$ cat config.mk
export PLATFORM = sky130hd
export DESIGN_NAME = fpu_seq_ctrl
export DESIGN_NICKNAME = d
export VERILOG_FILES = /design/src/rtl/fpu_seq_ctrl.sv
export SDC_FILE = /design/constraint.sdc
export NUM_CORES = 1
export LEC_CHECK = 0
export CAP_MARGIN = 20
export CORE_AREA = 2 2 53 55
export CTS_CLUSTER_SIZE = 8
export DETAILED_ROUTE_END_ITERATION = 8
export DIE_AREA = 0 0 55 57
export DONT_BUFFER_PORTS = 1
export PLACE_DENSITY = 0.5
export SYNTH_ARGS = -nofsm -noshare
export SYNTH_HDL_FRONTEND = slang
export SYNTH_SLANG_ARGS = --single-unit
$ cat constraint.sdc
create_clock -name in_clk -period 3.6 [get_ports in_clk]
set_clock_uncertainty 0.2 [all_clocks]
set_input_delay 0.72 -clock in_clk [delete_from_list [all_inputs] [get_ports in_clk]]
set_output_delay 0.72 -clock in_clk [all_outputs]
set_load 0.01 [all_outputs]
$ cat src/rtl/fpu_seq_ctrl.sv
// fpu_seq_ctrl: sequencer between decode, the FPU datapath and writeback.
//
// The controller accepts one floating-point operation at a time. It issues a
// start pulse to the FPU, waits a class-dependent fixed latency (or, for
// FDIV, for in_fpu_done), and then presents the result to writeback.
//
// Parameters
//   LAT_ADD    : WAIT cycles for add/sub (000) and convert (100), 1-8
//   LAT_MUL    : WAIT cycles for multiply (001), 1-8
//   LAT_SIMPLE : WAIT cycles for classes 011, 101, 110, 111, 1-8
//   TIMEOUT    : maximum FDIV WAIT cycles when the timeout is enabled, 2-127
//
// Ports
//   in_clk, in_rst_n  : clock and asynchronous active-low reset
//   in_valid, in_fp_op: operation request from decode and its op class
//   in_flush          : pipeline flush, discards the in-flight operation
//   in_fpu_done       : FDIV completion from the FPU
//   in_wb_ready       : writeback accepts the result
//   out_fpu_start     : one-cycle start pulse (high in ISSUE)
//   out_fpu_op        : latched op class
//   out_fpu_kill      : one-cycle abort pulse (flush, or FDIV timeout)
//   out_stall         : front-end stall
//   out_wb_valid      : result available for writeback
//   out_wb_op         : op class of the result being written back
//   out_err           : one-cycle FDIV timeout pulse
//
// Build option
//   FPU_TIMEOUT_EN : when defined, FDIV waits are bounded by TIMEOUT cycles.
//                    When undefined, out_err is tied to 0 and FDIV waits
//                    indefinitely for in_fpu_done.

module fpu_seq_ctrl #(
    parameter int LAT_ADD    = 3,
    parameter int LAT_MUL    = 4,
    parameter int LAT_SIMPLE = 1,
    parameter int TIMEOUT    = 64
) (
    input  logic       in_clk,
    input  logic       in_rst_n,
    input  logic       in_valid,
    input  logic [2:0] in_fp_op,
    input  logic       in_flush,
    input  logic       in_fpu_done,
    input  logic       in_wb_ready,
    output logic       out_fpu_start,
    output logic [2:0] out_fpu_op,
    output logic       out_fpu_kill,
    output logic       out_stall,
    output logic       out_wb_valid,
    output logic [2:0] out_wb_op,
    output logic       out_err
);

    typedef enum logic [1:0] {
        IDLE  = 2'd0,
        ISSUE = 2'd1,
        WAIT  = 2'd2,
        WB    = 2'd3
    } state_t;

    localparam logic [2:0] OP_DIV = 3'b010;

    state_t     state_q;
    logic [2:0] op_q;
    logic [2:0] lat_cnt_q;
    logic       start_q;
    logic       wb_valid_q;
    logic [2:0] lat_load;
    logic       in_div_wait;
    logic       to_expire;

    assign in_div_wait = (state_q == WAIT) && (op_q == OP_DIV);

    // WAIT lasts LAT cycles, so the counter is preloaded with LAT-1 and the
    // move to WB happens in the cycle it reads zero.
    always_comb begin
        lat_load = 3'(LAT_SIMPLE - 1);
        case (op_q)
            3'b000, 3'b100: lat_load = 3'(LAT_ADD - 1);
            3'b001:         lat_load = 3'(LAT_MUL - 1);
            default:        lat_load = 3'(LAT_SIMPLE - 1);
        endcase
    end

`ifdef FPU_TIMEOUT_EN
    logic [6:0] to_cnt_q;

    // to_cnt_q holds the number of FDIV WAIT cycles already completed, so
    // expiry fires in the TIMEOUT-th WAIT cycle. Flush and done both win.
    assign to_expire = in_div_wait && !in_flush && !in_fpu_done &&
                       (to_cnt_q == 7'(TIMEOUT - 1));

    always_ff @(posedge in_clk or negedge in_rst_n) begin
        if (!in_rst_n) begin
            to_cnt_q <= 7'd0;
        end else if (in_div_wait) begin
            to_cnt_q <= to_cnt_q + 7'd1;
        end else begin
            to_cnt_q <= 7'd0;
        end
    end

    assign out_err = to_expire;
`else
    assign to_expire = 1'b0;
    assign out_err   = 1'b0;
`endif

    always_ff @(posedge in_clk or negedge in_rst_n) begin
        if (!in_rst_n) begin
            state_q    <= IDLE;
            op_q       <= 3'b000;
            lat_cnt_q  <= 3'd0;
            start_q    <= 1'b0;
            wb_valid_q <= 1'b0;
        end else begin
            start_q <= 1'b0;
            case (state_q)
                IDLE: begin
                    if (in_valid && !in_flush) begin
                        op_q    <= in_fp_op;
                        start_q <= 1'b1;
                        state_q <= ISSUE;
                    end
                end
                ISSUE: begin
                    if (in_flush) begin
                        state_q <= IDLE;
                    end else begin
                        lat_cnt_q <= lat_load;
                        state_q   <= WAIT;
                    end
                end
                WAIT: begin
                    if (in_flush || to_expire) begin
                        state_q <= IDLE;
                    end else if (op_q == OP_DIV) begin
                        if (in_fpu_done) begin
                            wb_valid_q <= 1'b1;
                            state_q    <= WB;
                        end
                    end else if (lat_cnt_q == 3'd0) begin
                        wb_valid_q <= 1'b1;
                        state_q    <= WB;
                    end else begin
                        lat_cnt_q <= lat_cnt_q - 3'd1;
                    end
                end
                WB: begin
                    if (in_flush || in_wb_ready) begin
                        wb_valid_q <= 1'b0;
                        state_q    <= IDLE;
                    end
                end
                default: state_q <= IDLE;
            endcase
        end
    end

    // Kill and stall must react in the same cycle as flush/request, so they
    // are decoded from the current state rather than registered. The reset
    // gate keeps stall low while reset is asserted.
    assign out_fpu_kill = (in_flush && (state_q == ISSUE || state_q == WAIT)) ||
                          to_expire;
    assign out_stall    = (state_q != IDLE) ||
                          (in_rst_n && in_valid && !in_flush);

    assign out_fpu_start = start_q;
    assign out_fpu_op    = op_q;
    assign out_wb_valid  = wb_valid_q;
    assign out_wb_op     = op_q;

endmodule

# After elaboration in Yosys (flattened, before gate mapping)
# Cells that the tools add are included.
# op_classes
add_sub_neg	1
eq_ne	16
n_mux	22
reduce_logical	19
# op_table
operator	count
two-way mux 2 bit	7
two-way mux 3 bit	4
!= test 2 bit (second input constant)	6
AND reduction 5 bit	2
case mux 2 bit (4 select lines)	1
two-way mux 1 bit	7
logical NOT 3 bit	2
case mux 3 bit (2 select lines)	1
nonzero test 2 bit	3
equality test 2 bit (second input constant)	2
logical AND 1 bit	4
!= test 4 x 2 -> 1 bit (second input constant)	1
!= test 4 bit (second input constant)	1
case mux 2 bit (2 select lines)	1
AND reduction 4 bit	1
equality test 3 x 1 -> 1 bit (second input constant)	1
equality test 3 x 2 -> 1 bit (second input constant)	1
equality test 3 bit (second input constant)	1
logical OR 1 bit	3
!= test 3 x 1 -> 1 bit (second input constant)	1
!= test 3 bit (second input constant)	1
subtractor 3 x 1 -> 3 bit (second input constant)	1
equality test 2 x 1 -> 1 bit (second input constant)	1
logical NOT 2 bit	1
other kinds (4)	4
# totals
reg_bits	10
input_bits	9
output_inout_bits	11
wordCells	63

# Logic depth before layout (Yosys ltp)
# Gate-level depths: netlist of run 1.
# depth
ltp_word	5
mapped_depth	7
depth_no_buf	6

# Least setup slack after synthesis of run 1
# Ideal clock, no wire load.
# synth_path
path_kind	input -> output
startpoint	input in_valid
endpoint	output out_stall
arrival_ns	1.139
required_ns	2.680
path_slack_ns	1.541
path_stages	3
path_buffers	0
cell_sequence	nor2b_1 nand2_1 nand2_1
# synth_between
elab_chain_cells	3
# synth_lines
item	line	rtl
from (decl)	40	input logic in_valid,
logical AND 1 bit (2 in series)	166	(in_rst_n && in_valid && !in_flush);
logical OR 1 bit	165	assign out_stall = (state_q != IDLE) ||
to (decl)	48	output logic out_stall,
# No other way between the ends.

# Final worst setup path of run 1
# layout_path
startpoint	register state_q[0]
endpoint	output out_fpu_kill
# layout_between
elab_chain_cells	3
elab_cells_between_ends	4
classes_between	eq/ne (2); reduce/logical (2)
# layout_lines
item	line	rtl
from (decl)	63	state_t state_q;
from (signal assigned)	111	state_q <= IDLE;
from (signal assigned)	123	state_q <= ISSUE;
from (signal assigned)	128	state_q <= IDLE;
equality test 2 x 1 -> 1 bit or equality test 2 bit (tied branches)	163	assign out_fpu_kill = (in_flush && (state_q == ISSUE || state_q == WAIT)) ||
logical OR 1 bit *	163	
logical AND 1 bit *	163	
to (decl)	47	output logic out_fpu_kill,
# Mark *: on every way between the ends. The rest lies on a longest branch, timed or not.

==> results.txt, run 1 <==
- No sink is reached through more buffers than the 2 on the longest clock path.
- Area growth, synth to finish: 6.83%
- Share of layout cells above drive strength 1: 21.1%
* Reported leakage power: 0.356 nW
- Fraction of post-synthesis cell area in the top cell type by area: 34.1%
* Number of max-cap violations: 0
- H-tree levels: 1
- WL final: 1.42 mm
* Grt ovf: 0
- Along the worst path, the maximum fanout reaches 4.
- Nets: 93
- The min-delay analysis places its worst path in the category reg -> reg.
- The congestion estimate from routability-driven global placement came to 0.708.
- The number of buffers and inverters on the critical path is 1.
* Count of flip-flops with a built-in enable after synthesis: 0
* Placement row count: 19
- The worst setup path is launched from a register.
- GRT Total Usage: 10.8%
* Iter 0 DRT Violations: 20
- Input and output buffers added on the ports amount to 0.
- During synthesis, Yosys emitted a total of 0 warnings.
* Clk pin slew, worst setup/hold paths: 0.06 ns
- Ports: 20
* Required time of the worst setup path: 2.68 ns
- The flow ran to the end, and the final reports show no timing, DRC or antenna violations.
- In this run the standard cell core region covers 2620 um2.
- In the final routed layout, each cell accounts on average for 13.3 um.
* Largest stage delay on the critical path: 0.40 ns
* Worst setup path class: reg -> out
* Total design power: 0.000646 W
* Number of inserted filler cells in the final layout: 292
- The final hold violation count was 0.
* Worst hold slack across all endpoints: 0.361 ns
* Arrival time reported for the critical path endpoint: 1.25 ns
- Nets in the synthesized netlist: 92
* Number of antenna violations at the first check in global routing: 0
* Root Buffer: clkbuf_4
* Gate count after technology mapping: 76
- Mean Syn Cell Area: 9.65 um2
- Post-Syn Area: 733 um2
* Number of gates given a new drive strength after cts: 0
* DRC violation count after routing: 0
- Final number of max-transition violations: 0
* Setup repair after global routing missed its margin: no
- Final period utilization: 60.3%
* Largest net degree at the start of global routing: 11
* Maximum vdd ir drop: 0.299 mV
- Timing would allow up to 460 MHz.
- R2R Setup Slk: 1.60 ns
- Die Area: 3140 um2
* Number of nets with antenna violations after detailed routing: 0
* Critical-path cell list: inv_1 -> ha_1 -> and2_1
* Power per cell area: 825 nW/um2
- The repair_antennas step left the layout with diodes totalling 0.
* Number of register bits inferred by synthesis: 10
* Leading cell type by number of instances after synthesis: dfrtp_1
- Total Neg Setup Slack: 0 ns
* Top post-synthesis cells by area: dfrtp_1 (34%), ha_1 (12%), mux2_2 (4.6%), buf_4 (4.1%), inv_1 (3.6%)
- Setup violations remaining at the end of the flow were counted as 0.
- Post-synth cell types: 31
- Avg Vias per Cell: 4.84
- For this run, the leading register cell type out of synthesis is dfrtp_1.
- The via count of the first global-routing pass came to 542.
* Ranking of synthesized cells by instance count: dfrtp_1 (10), ha_1 (7), inv_1 (7), nand2_1 (7)
- Kind of cell with the highest combined delay on the critical path: flip-flops
- Chip Height: 57 um
- The worst setup path is captured at an output port.
- Number of sinks driven by the clock tree: 10
- The pre-antenna-repair detailed-routing pass consisted of 4 iterations.
- Buffers inserted during clock tree synthesis total 3.
- Counting I/O delays and the setup requirement, the final critical path takes 2.17 ns.
- Die W: 55 um
- Sequential fraction of the synthesis area: 34.1%
- Wire length of the first global-routing pass: 2.45 mm
* Share of synthesized registers carrying an async set or reset: 100%
- The largest individual stage delay along the critical path comes from the cell dfrtp_1.
- The initial utilization of the core area, before any placement, comes to 28.0%.
- Synth area leader: dfrtp_1
- Total number of vias: 518
* Clock latency on the worst-skew pair: 0.27 ns
- The wire-length estimate of the detail-placed layout is 1.11 mm.
- TritonCTS built the clock tree.
-- power by group --
| group | leakage (nW) | switching, W | internal (W) |
|---|---|---|---|
| Clock | 0.0210 | 0.0000403 | 0.0000614 |
| Combinational | 0.209 | 0.000166 | 0.000141 |
| Sequential | 0.126 | 0.0000792 | 0.000158 |
-- layout make-up --
class,count,area [um2],area share (%)
inverters,7,26.3,3.35
flip-flops and latches,10,250,31.9
well taps,31,38.8,4.95
multi-input cells,54,422,53.8
repair buffers,1,10.0,1.28
clock buffers,4,36.3,4.63
-- cells in the final DEF (no fill, tap or decap), types with 3 or more instances in the layout --
cell type / netlist / layout
clkbuf_4: 0 / 3
ha_1: 7 / 7
mux2_2: 3 / 3
dfrtp_1: 10 / 10
o21ai_0: 3 / 3
nand2_1: 7 / 7
nor2_1: 4 / 4
inv_1: 7 / 7
a21oi_1: 3 / 3
-- flip-flops by register name, summed over array words and instances, names as in the netlist --
signal / flops
lat_cnt_q: 3
out_fpu_op: 3
state_q: 2
out_fpu_start: 1
out_wb_valid: 1
-- logic make-up (layout without fill, tap and decap cells) --
family,after synthesis,after routing,share of synthesized area [%]
buffers and inverters,12,12,8.36
and+or+nand+nor,26,26,19.8
DFF,10,10,34.1
adders and majority gates,7,7,11.9
AOI/OAI and AO/OA,16,16,18.6
other,1,1,0.511
muxes,4,4,6.65
-- what timing repair did --
item | 4_1_cts | 5_1_grt
hold endpoints to repair | 10 | 0
hold buffers | 1 | 0
buffers inserted | 0 | 0
-- metal layers --
layer / track usage (%) / share of wire [%]
met1: 14.4 / 46
met4: 6.27 / 0.99
met5: 0 / 0
met2: 16.5 / 50
met3: 1.05 / 2.9
-- final timing paths --
| kind | start | to | depth (start not counted) |
|---|---|---|---|
| max | state_q[0] | out_fpu_kill | 3 |
| min | lat_cnt_q[2] | lat_cnt_q[2] | 1 |
| max reg2reg | state_q[0] | lat_cnt_q[2] | 6 |
| min reg2reg | lat_cnt_q[2] | lat_cnt_q[2] | 1 |
| max in group asynchronous | in_rst_n | lat_cnt_q[2] | 1 |
| min in group asynchronous | in_rst_n | out_fpu_start | 1 |
-- through the flow --
stage               setup WS, ns  instances  util [%]  cell area [um2]
global route                1.36        107      30.0              783
finish                      1.43        107      30.0              783
CTS                         1.41        107      30.0              783
floorplan                   1.54         76         -              733
global placement            1.45        102      28.2              737
detailed placement          1.41        102      28.2              737
No activity file was read; power rests on OpenSTA's default activity.
==> run 2: changes to the inputs <==
--- a/config.mk
+++ b/config.mk
@@ -11,7 +11,7 @@
 export DETAILED_ROUTE_END_ITERATION = 8
 export DIE_AREA = 0 0 55 57
 export DONT_BUFFER_PORTS = 1
-export PLACE_DENSITY = 0.5
+export PLACE_DENSITY = 0.52
 export SYNTH_ARGS = -nofsm -noshare
 export SYNTH_HDL_FRONTEND = slang
 export SYNTH_SLANG_ARGS = --single-unit
==> constraint.sdc (replaced) <==
create_clock -name in_clk -period 1.95 [get_ports in_clk]
set_clock_uncertainty 0.2 [all_clocks]
set_input_delay 0.39 -clock in_clk [delete_from_list [all_inputs] [get_ports in_clk]]
set_output_delay 0.39 -clock in_clk [all_outputs]
set_load 0.01 [all_outputs]
==> run 2 against run 1 <==
Routed wire length rose by 5.1%. Die area did not move. Sequential cell count is the same. Worst hold slack lost 0.29 ns. Combinational power rose by 130%. Global-route usage rose by 0.37 points. Non-clock buffer count grew 5. Setup slack got worse by 1.3 ns. Core utilization grew 1.6 points.
==> results.txt, run 2 (same netlist as run 1, synthesis figures left out) <==
* Peak Freq: 534 MHz
- Worst-Margin Slew: 0.498 ns
- Post-detailed-placement half-perimeter wirelength: 1.16 mm (+3.9%)
- Category of the worst setup path launch point: register
- Most common library cell in the layout ignoring fill and taps: dfrtp_1
- Wire length of the first global-routing pass: 2.58 mm (+5.3%)
* Largest net degree at the start of global routing: 11 (unchanged)
- The final setup violation count was 0 (unchanged).
* Required time of the worst setup path: 1.90 ns (-0.78 ns)
* Sequential Power Share: 29.6% (-7.0 points)
- CP Max Fanout: 4 (unchanged)
- The flow ran to the end, and the final reports show no timing, DRC or antenna violations.
* Core utilization of the finished layout: 31.5% (+1.6 points)
- Iter 0 DRT Violations: 1 (-95%)
- The cell sitting at the root of the clock tree is a clkbuf_4.
- Switching share of power: 43.3% (-0.99 points)
- Setup repair after global routing missed its margin: no
- The power density relative to cell area is 1550 nW/um2 (+88%).
- The total number of vias was 547 (+5.6%).
* Headroom to the max-slew limit: 66.7%
* Avg Vias per Cell: 4.88 (+0.88%)
- In this run the critical register-to-register path is launched from lat_cnt_q[0].
* Area growth, synth to finish: 12.5%
- Power share of the combinational group: 55.4% (+7.8 points)
* Reported leakage power: 0.380 nW (+6.7%)
* Initial standard-cell utilization of the core: 28.0% (unchanged)
- The number of max-slew violations in the final report is 0 (unchanged).
* Worst setup startpoint: lat_cnt_q[0]
* Type of destination of the critical path: register
* TritonCTS clock tree: done
- Subtracting the final worst setup slack from the clock period gives 1.87 ns.
- GRT Total Usage: 11.1% (+0.37 points)
- The total overflow reported by the global router is 0 (unchanged).
- WL final: 1.49 mm (+5.1%)
* Ports: 20 (unchanged)
- Switch Pwr: 0.000554 W (+94%)
- Post-layout instance count excluding filler cells: 112 (+4.7%)
* Number of nets with antenna violations after detailed routing: 0 (unchanged)
* Chip Height: 57 um (unchanged)
- Clk pin slew, worst setup/hold paths: 0.08 ns (+0.02 ns)
* Final period utilization: 96.0%
- Placed cell count: 107 (+4.9%)
* Die Area: 3140 um2 (unchanged)
* Arrival time reported for the critical path endpoint: 1.83 ns (+0.58 ns)
- Number of sinks driven by the clock tree: 10 (unchanged)
* Number of antenna violations at the first check in global routing: 0 (unchanged)
* Clock latency on the worst-skew pair: 0.26 ns (about the same)
- Cts bufs inserted: 3 (unchanged)
- Routed length per placed instance: 13.3 um (+0.38%)
- DRC violation count after routing: 0 (unchanged)
- The number of detailed-route iterations in the first pass is 3 (-1).
* H-tree levels: 1 (unchanged)
* Hold Violations, Final: 0 (unchanged)
- Placement row count: 19 (unchanged)
- Final antenna diode count: 0 (unchanged)
* Number of max-cap violations: 0 (unchanged)
- The worst hold path begins at in_fp_op[2].
* Clock Tree Buf Depth: 2 (unchanged)
- RD Place Congestion: 0.755 (+6.5%)
- The core region area was 2620 um2 (unchanged).
- The worst ir drop on vdd came to 0.648 mV (+120%).
- The worst hold path belongs to the class in -> reg.
* Share of layout cells above drive strength 1: 27.2% (+6.1 points)
* Die W: 55 um (unchanged)
* Worst setup path class: reg -> reg
- Proportion of power drawn by the clock network: 15.1% (-0.6 points)
- The via count of the first global-routing pass came to 597 (+10%).
* Nets: 98 (+5.4%)
* Total Neg Setup Slack: 0 ns (unchanged)
- Cell-internal power: 0.000726 W (+100%)
- The number of fillers in the final layout was 287 (-1.7%).
* Leading cell types in the layout, fill and taps excluded: dfrtp_1 (10), inv_1 (7), nand2_1 (7), ha_1 (7), buf_4 (5)
- Input/output buffers: 0 (unchanged)
[run 2: cell types whose count changed in the layout (fill, tap and decap cells not counted), sizes merged]
| cell | before | now |
|---|---|---|
| buf | 0 | 5 |
[run 2: worst paths after layout]
kind / depth (start not counted) / slack (ns) / endpoint
worst max-delay path: 6 / 0.08 / state_q[1]
worst min-delay path: 1 / 0.07 / out_fpu_op[2]
worst max register to register: 6 / 0.08 / state_q[1]
worst min register to register: 1 / 0.36 / lat_cnt_q[2]
max in group asynchronous: 1 / 0.89 / out_wb_valid
min in group asynchronous: 1 / 0.32 / lat_cnt_q[1]
[run 2: routing by layer]
| metal | routed length [um] | up-vias | track usage, % |
|---|---|---|---|
| li1 | - | 272 | - |
| met1 | 723 | 258 | 14.8 |
| met2 | 679 | 13 | 17.5 |
| met3 | 47 | 4 | 2.09 |
| met4 | 40 | 0 | 4.53 |
| met5 | 0 | - | 0 |
[run 2: critical path, cell delays in order, from the launching register on]
cell     delay (ns)
dfrtp_1        0.38
inv_1          0.12
ha_1           0.19
nor2b_1        0.26
nand2_4        0.10
a31oi_4        0.20
mux2_4         0.31
[run 2: what timing repair did]
item | in CTS | in global routing
hold endpoints to repair | 10 | 0
resized for setup | 0 | 1
hold buffers | 1 | 0
setup endpoints to repair | 0 | 2
buffers inserted | 0 | 0
[run 2: power groups by stage]
| stage | logic (W) | registers [W] | clock network [W] |
|---|---|---|---|
| floorplan | 0.000539 | 0.000392 | 0 |
| global placement | 0.000682 | 0.000380 | 0 |
| detailed placement | 0.000689 | 0.000385 | 0 |
| CTS | 0.000705 | 0.000379 | 0.000198 |
| global route | 0.000791 | 0.000395 | 0.000216 |
| finish | 0.000709 | 0.000378 | 0.000193 |
[run 2: layout make-up]
type                            count  area [um2]  share of cell area (%)
Multi-Input combinational cell     54         425                    51.6
Sequential cell                    10         250                    30.3
Timing Repair Buffer                6        47.5                    5.77
Tap cell                           31        38.8                    4.70
Clock buffer                        4        36.3                    4.40
Inverter                            7        26.3                    3.19
[run 2: per-stage QoR]
stage                     total power, W  cell area [um2]  hold WS (ns)  setup WS [ns]
after floorplan                 0.000931              733        -0.106          0.139
after global routing             0.00140              825        0.0587        0.00639
after global placement           0.00106              774        -0.105         0.0850
final                            0.00128              825        0.0747         0.0787
after detailed placement         0.00107              774        -0.105          0.102
after CTS                        0.00128              821        0.0691         0.0869
==> run 3: changes to the inputs <==
--- a/config.mk
+++ b/config.mk
@@ -12,6 +12,7 @@
 export DIE_AREA = 0 0 55 57
 export DONT_BUFFER_PORTS = 1
 export PLACE_DENSITY = 0.52
+export REMOVE_ABC_BUFFERS = 1
 export SYNTH_ARGS = -nofsm -noshare
 export SYNTH_HDL_FRONTEND = slang
 export SYNTH_SLANG_ARGS = --single-unit
==> run 3 against run 2 <==
Core utilization decreased by 0.19 points. Cell area is 0.61% lower. Combinational power is 2% lower. Clock-buffer cell count stayed put. Fmax grew 2.4%. Sequential power about the same. Critical path type is now reg -> out. Critical path depth down 3. Routed wire length down 2.1%. Sequential share of layout area is 0.19 points higher.
==> results.txt, run 3 (same netlist as run 1, synthesis figures left out) <==
* Category of the worst setup path launch point: register
* CP Max Fanout: 4 (unchanged)
* Run status: finished, final reports clean
- The total number of vias came to 545 (-0.37%).
- Placement row count: 19 (unchanged)
* Critical-path cell list: inv_1 -> ha_1 -> and2_1
* WL final: 1.46 mm (-2.1%)
- Initial standard-cell utilization of the core: 28.0% (unchanged)
* Path class of the lowest-slack min-delay path: in -> reg
* Largest net degree at the start of global routing: 11 (unchanged)
* Arrival time reported for the critical path endpoint: 1.24 ns (-0.59 ns)
- Leaving out fill and tap cells, the most frequent cell in the layout is dfrtp_1.
- Nets: 97 (-1.0%)
- Die W: 55 um (unchanged)
- The share of final-layout standard cells stronger than drive strength 1 came to 27.5% (+0.34 points).
- Final period utilization: 93.7% (-2.3 points)
- The setup TNS after final layout is 0 ns (unchanged).
- Final worst setup slack: 0.123 ns (+0.0441 ns)
- Kind of cell with the highest combined delay on the critical path: flip-flops
- The final setup violation count was 0 (unchanged).
- DP Area: 767 um2 (-0.97%)
- The HPWL reported at the end of detailed placement was 1.08 mm (-6.9%).
* Number of antenna violations at the first check in global routing: 0 (unchanged)
- The remaining antenna violation count after routing was 0 (unchanged).
- Type of destination of the critical path: output port
* Chip Height: 57 um (unchanged)
* Detailed-routing iteration count for the pre-antenna-repair pass: 4 (+1)
* Clock latency on the worst-skew pair: 0.27 ns (about the same)
* Via count of the first global-routing pass: 523 (-12%)
- Input/output buffers: 0 (unchanged)
* GRT Total Usage: 10.7% (-0.44 points)
- Cts bufs inserted: 3 (unchanged)
- Power per cell area: 1540 nW/um2 (-0.74%)
- Clock Tree Buf Depth: 2 (unchanged)
- TritonCTS clock tree: done
* Routed length per placed instance: 13.2 um (-1.2%)
- Worst setup path class: reg -> out
- RD Place Congestion: 0.769 (+1.9%)
* Core Footprint: 2620 um2 (unchanged)
- Placed cell count: 106 (-0.93%)
* Area growth, synth to finish: 11.8%
- The worst ir drop on vdd was 0.760 mV (+17%).
- Clk pin slew, worst setup/hold paths: 0.08 ns (about the same)
- The post-layout instance count excluding filler cells was 111 (-0.89%).
- The overall die area is 3140 um2 (unchanged).
- The data required time at the worst endpoint was 1.36 ns (-0.54 ns).
* Leading cell types in the layout, fill and taps excluded: dfrtp_1 (10), inv_1 (7), nand2_1 (7), ha_1 (7)
- The overall power came to 0.00126 W (-1.3%).
- Final number of max-transition violations: 0 (unchanged)
- Number of max-cap violations: 0 (unchanged)
* Final antenna diode count: 0 (unchanged)
- The final non-filler cell area was 820 um2 (-0.61%).
* Setup repair after global routing missed its margin: no
- The final hold violation count is 0 (unchanged).
- Post-CTS setup buffer count: 0 (unchanged)
- Reported leakage power: 0.376 nW (-1.0%)
* Met2 GRT Util: 16.0% (-1.5 points)
- The wire length of the first global-routing pass came to 2.35 mm (-8.8%).
- Grt ovf: 0 (unchanged)
- The minimum clock period is 1.83 ns (-0.0441 ns).
- DRC violation count after routing: 0 (unchanged)
- Critical-path top delay cell: dfrtp_1
- Peak Freq: 547 MHz (+2.4%)
- Setup Slack @ Placement: 0.0816 ns (-0.0207 ns)
* Largest stage delay on the critical path: 0.41 ns (+0.03 ns)
- The met1 capacity usage during global routing was 14.0% (-0.71 points).
- The H-tree depth came to 1 (unchanged).
- Ports: 20 (unchanged)
* Buffers & Inverters on Critical Path: 1 (unchanged)
* Iter 0 DRT Violations: 11 (+10)
- Number of sinks driven by the clock tree: 10 (unchanged)
- Root Buffer: clkbuf_4
- In this run the most used layer during global routing was met2.
- GR met3 Demand/Resource: 5.24% (+3.1 points)
- Avg Vias per Cell: 4.91 (+0.53%)
==> run 3: changes by cell type in the layout (fill, tap and decap cells not counted) <==
cell / previous run / this run
buf_4: 5 / 4
nor2b_2: 0 / 1
nor2b_1: 2 / 1
==> run 3: area by class of cell <==
cell class	instances	area, um2
clock buffers	4	36.3
fillers	276	1800
well taps	31	38.8
multi-input cells	54	428
repair buffers	5	40.0
inverters	7	26.3
flip-flops and latches	10	250
==> run 3: worst paths after layout <==
path,startpoint,end,slack [ns],depth (start not counted)
min reg2reg,state_q[0],state_q[0],0.37,1
min in group asynchronous,in_rst_n,lat_cnt_q[0],0.31,1
max reg2reg,state_q[0],lat_cnt_q[0],0.14,6
max,state_q[1],out_fpu_kill,0.12,3
min,in_fp_op[1],out_fpu_op[1],0.07,2
max in group asynchronous,in_rst_n,state_q[0],0.89,1
==> run 3: metrics by stage <==
stage	hold slack (ns)	util (%)
final	0.0692	31.3
after global routing	0.0621	31.3
after CTS	0.0615	31.1
after detailed placement	-0.105	29.3
after global placement	-0.105	29.3
after floorplan	-0.106	-
==> run 3: worst reg2reg max path, delay by kind of cell (launching register included) <==
kind | cells | cell delay [ns]
AOI/OAI and AO/OA | 2 | 0.30
adders and majority gates | 1 | 0.27
buffers and inverters | 2 | 0.28
DFF | 1 | 0.39
and+or+nand+nor | 1 | 0.30
==> run 3: timing repair <==
item,in CTS,in global routing
endpoints found under the setup margin,0,3
hold buffers,1,0
endpoints found under the hold margin,10,0
resized for setup,0,2
==> run 3: report_power, final <==
| part | internal (W) | total, W | switching [W] |
|---|---|---|---|
| Sequential | 0.000292 | 0.000375 | 0.0000826 |
| Combinational | 0.000313 | 0.000697 | 0.000385 |
| Clock | 0.000113 | 0.000191 | 0.0000772 |
| Total | 0.000718 | 0.00126 | 0.000545 |
==> run 3: metal layers <==
metal | part of all wire, % | up-vias
met5 | 0 | -
met3 | 5.3 | 2
met2 | 49 | 13
li1 | - | 268
met4 | 0.62 | 0
met1 | 45 | 262
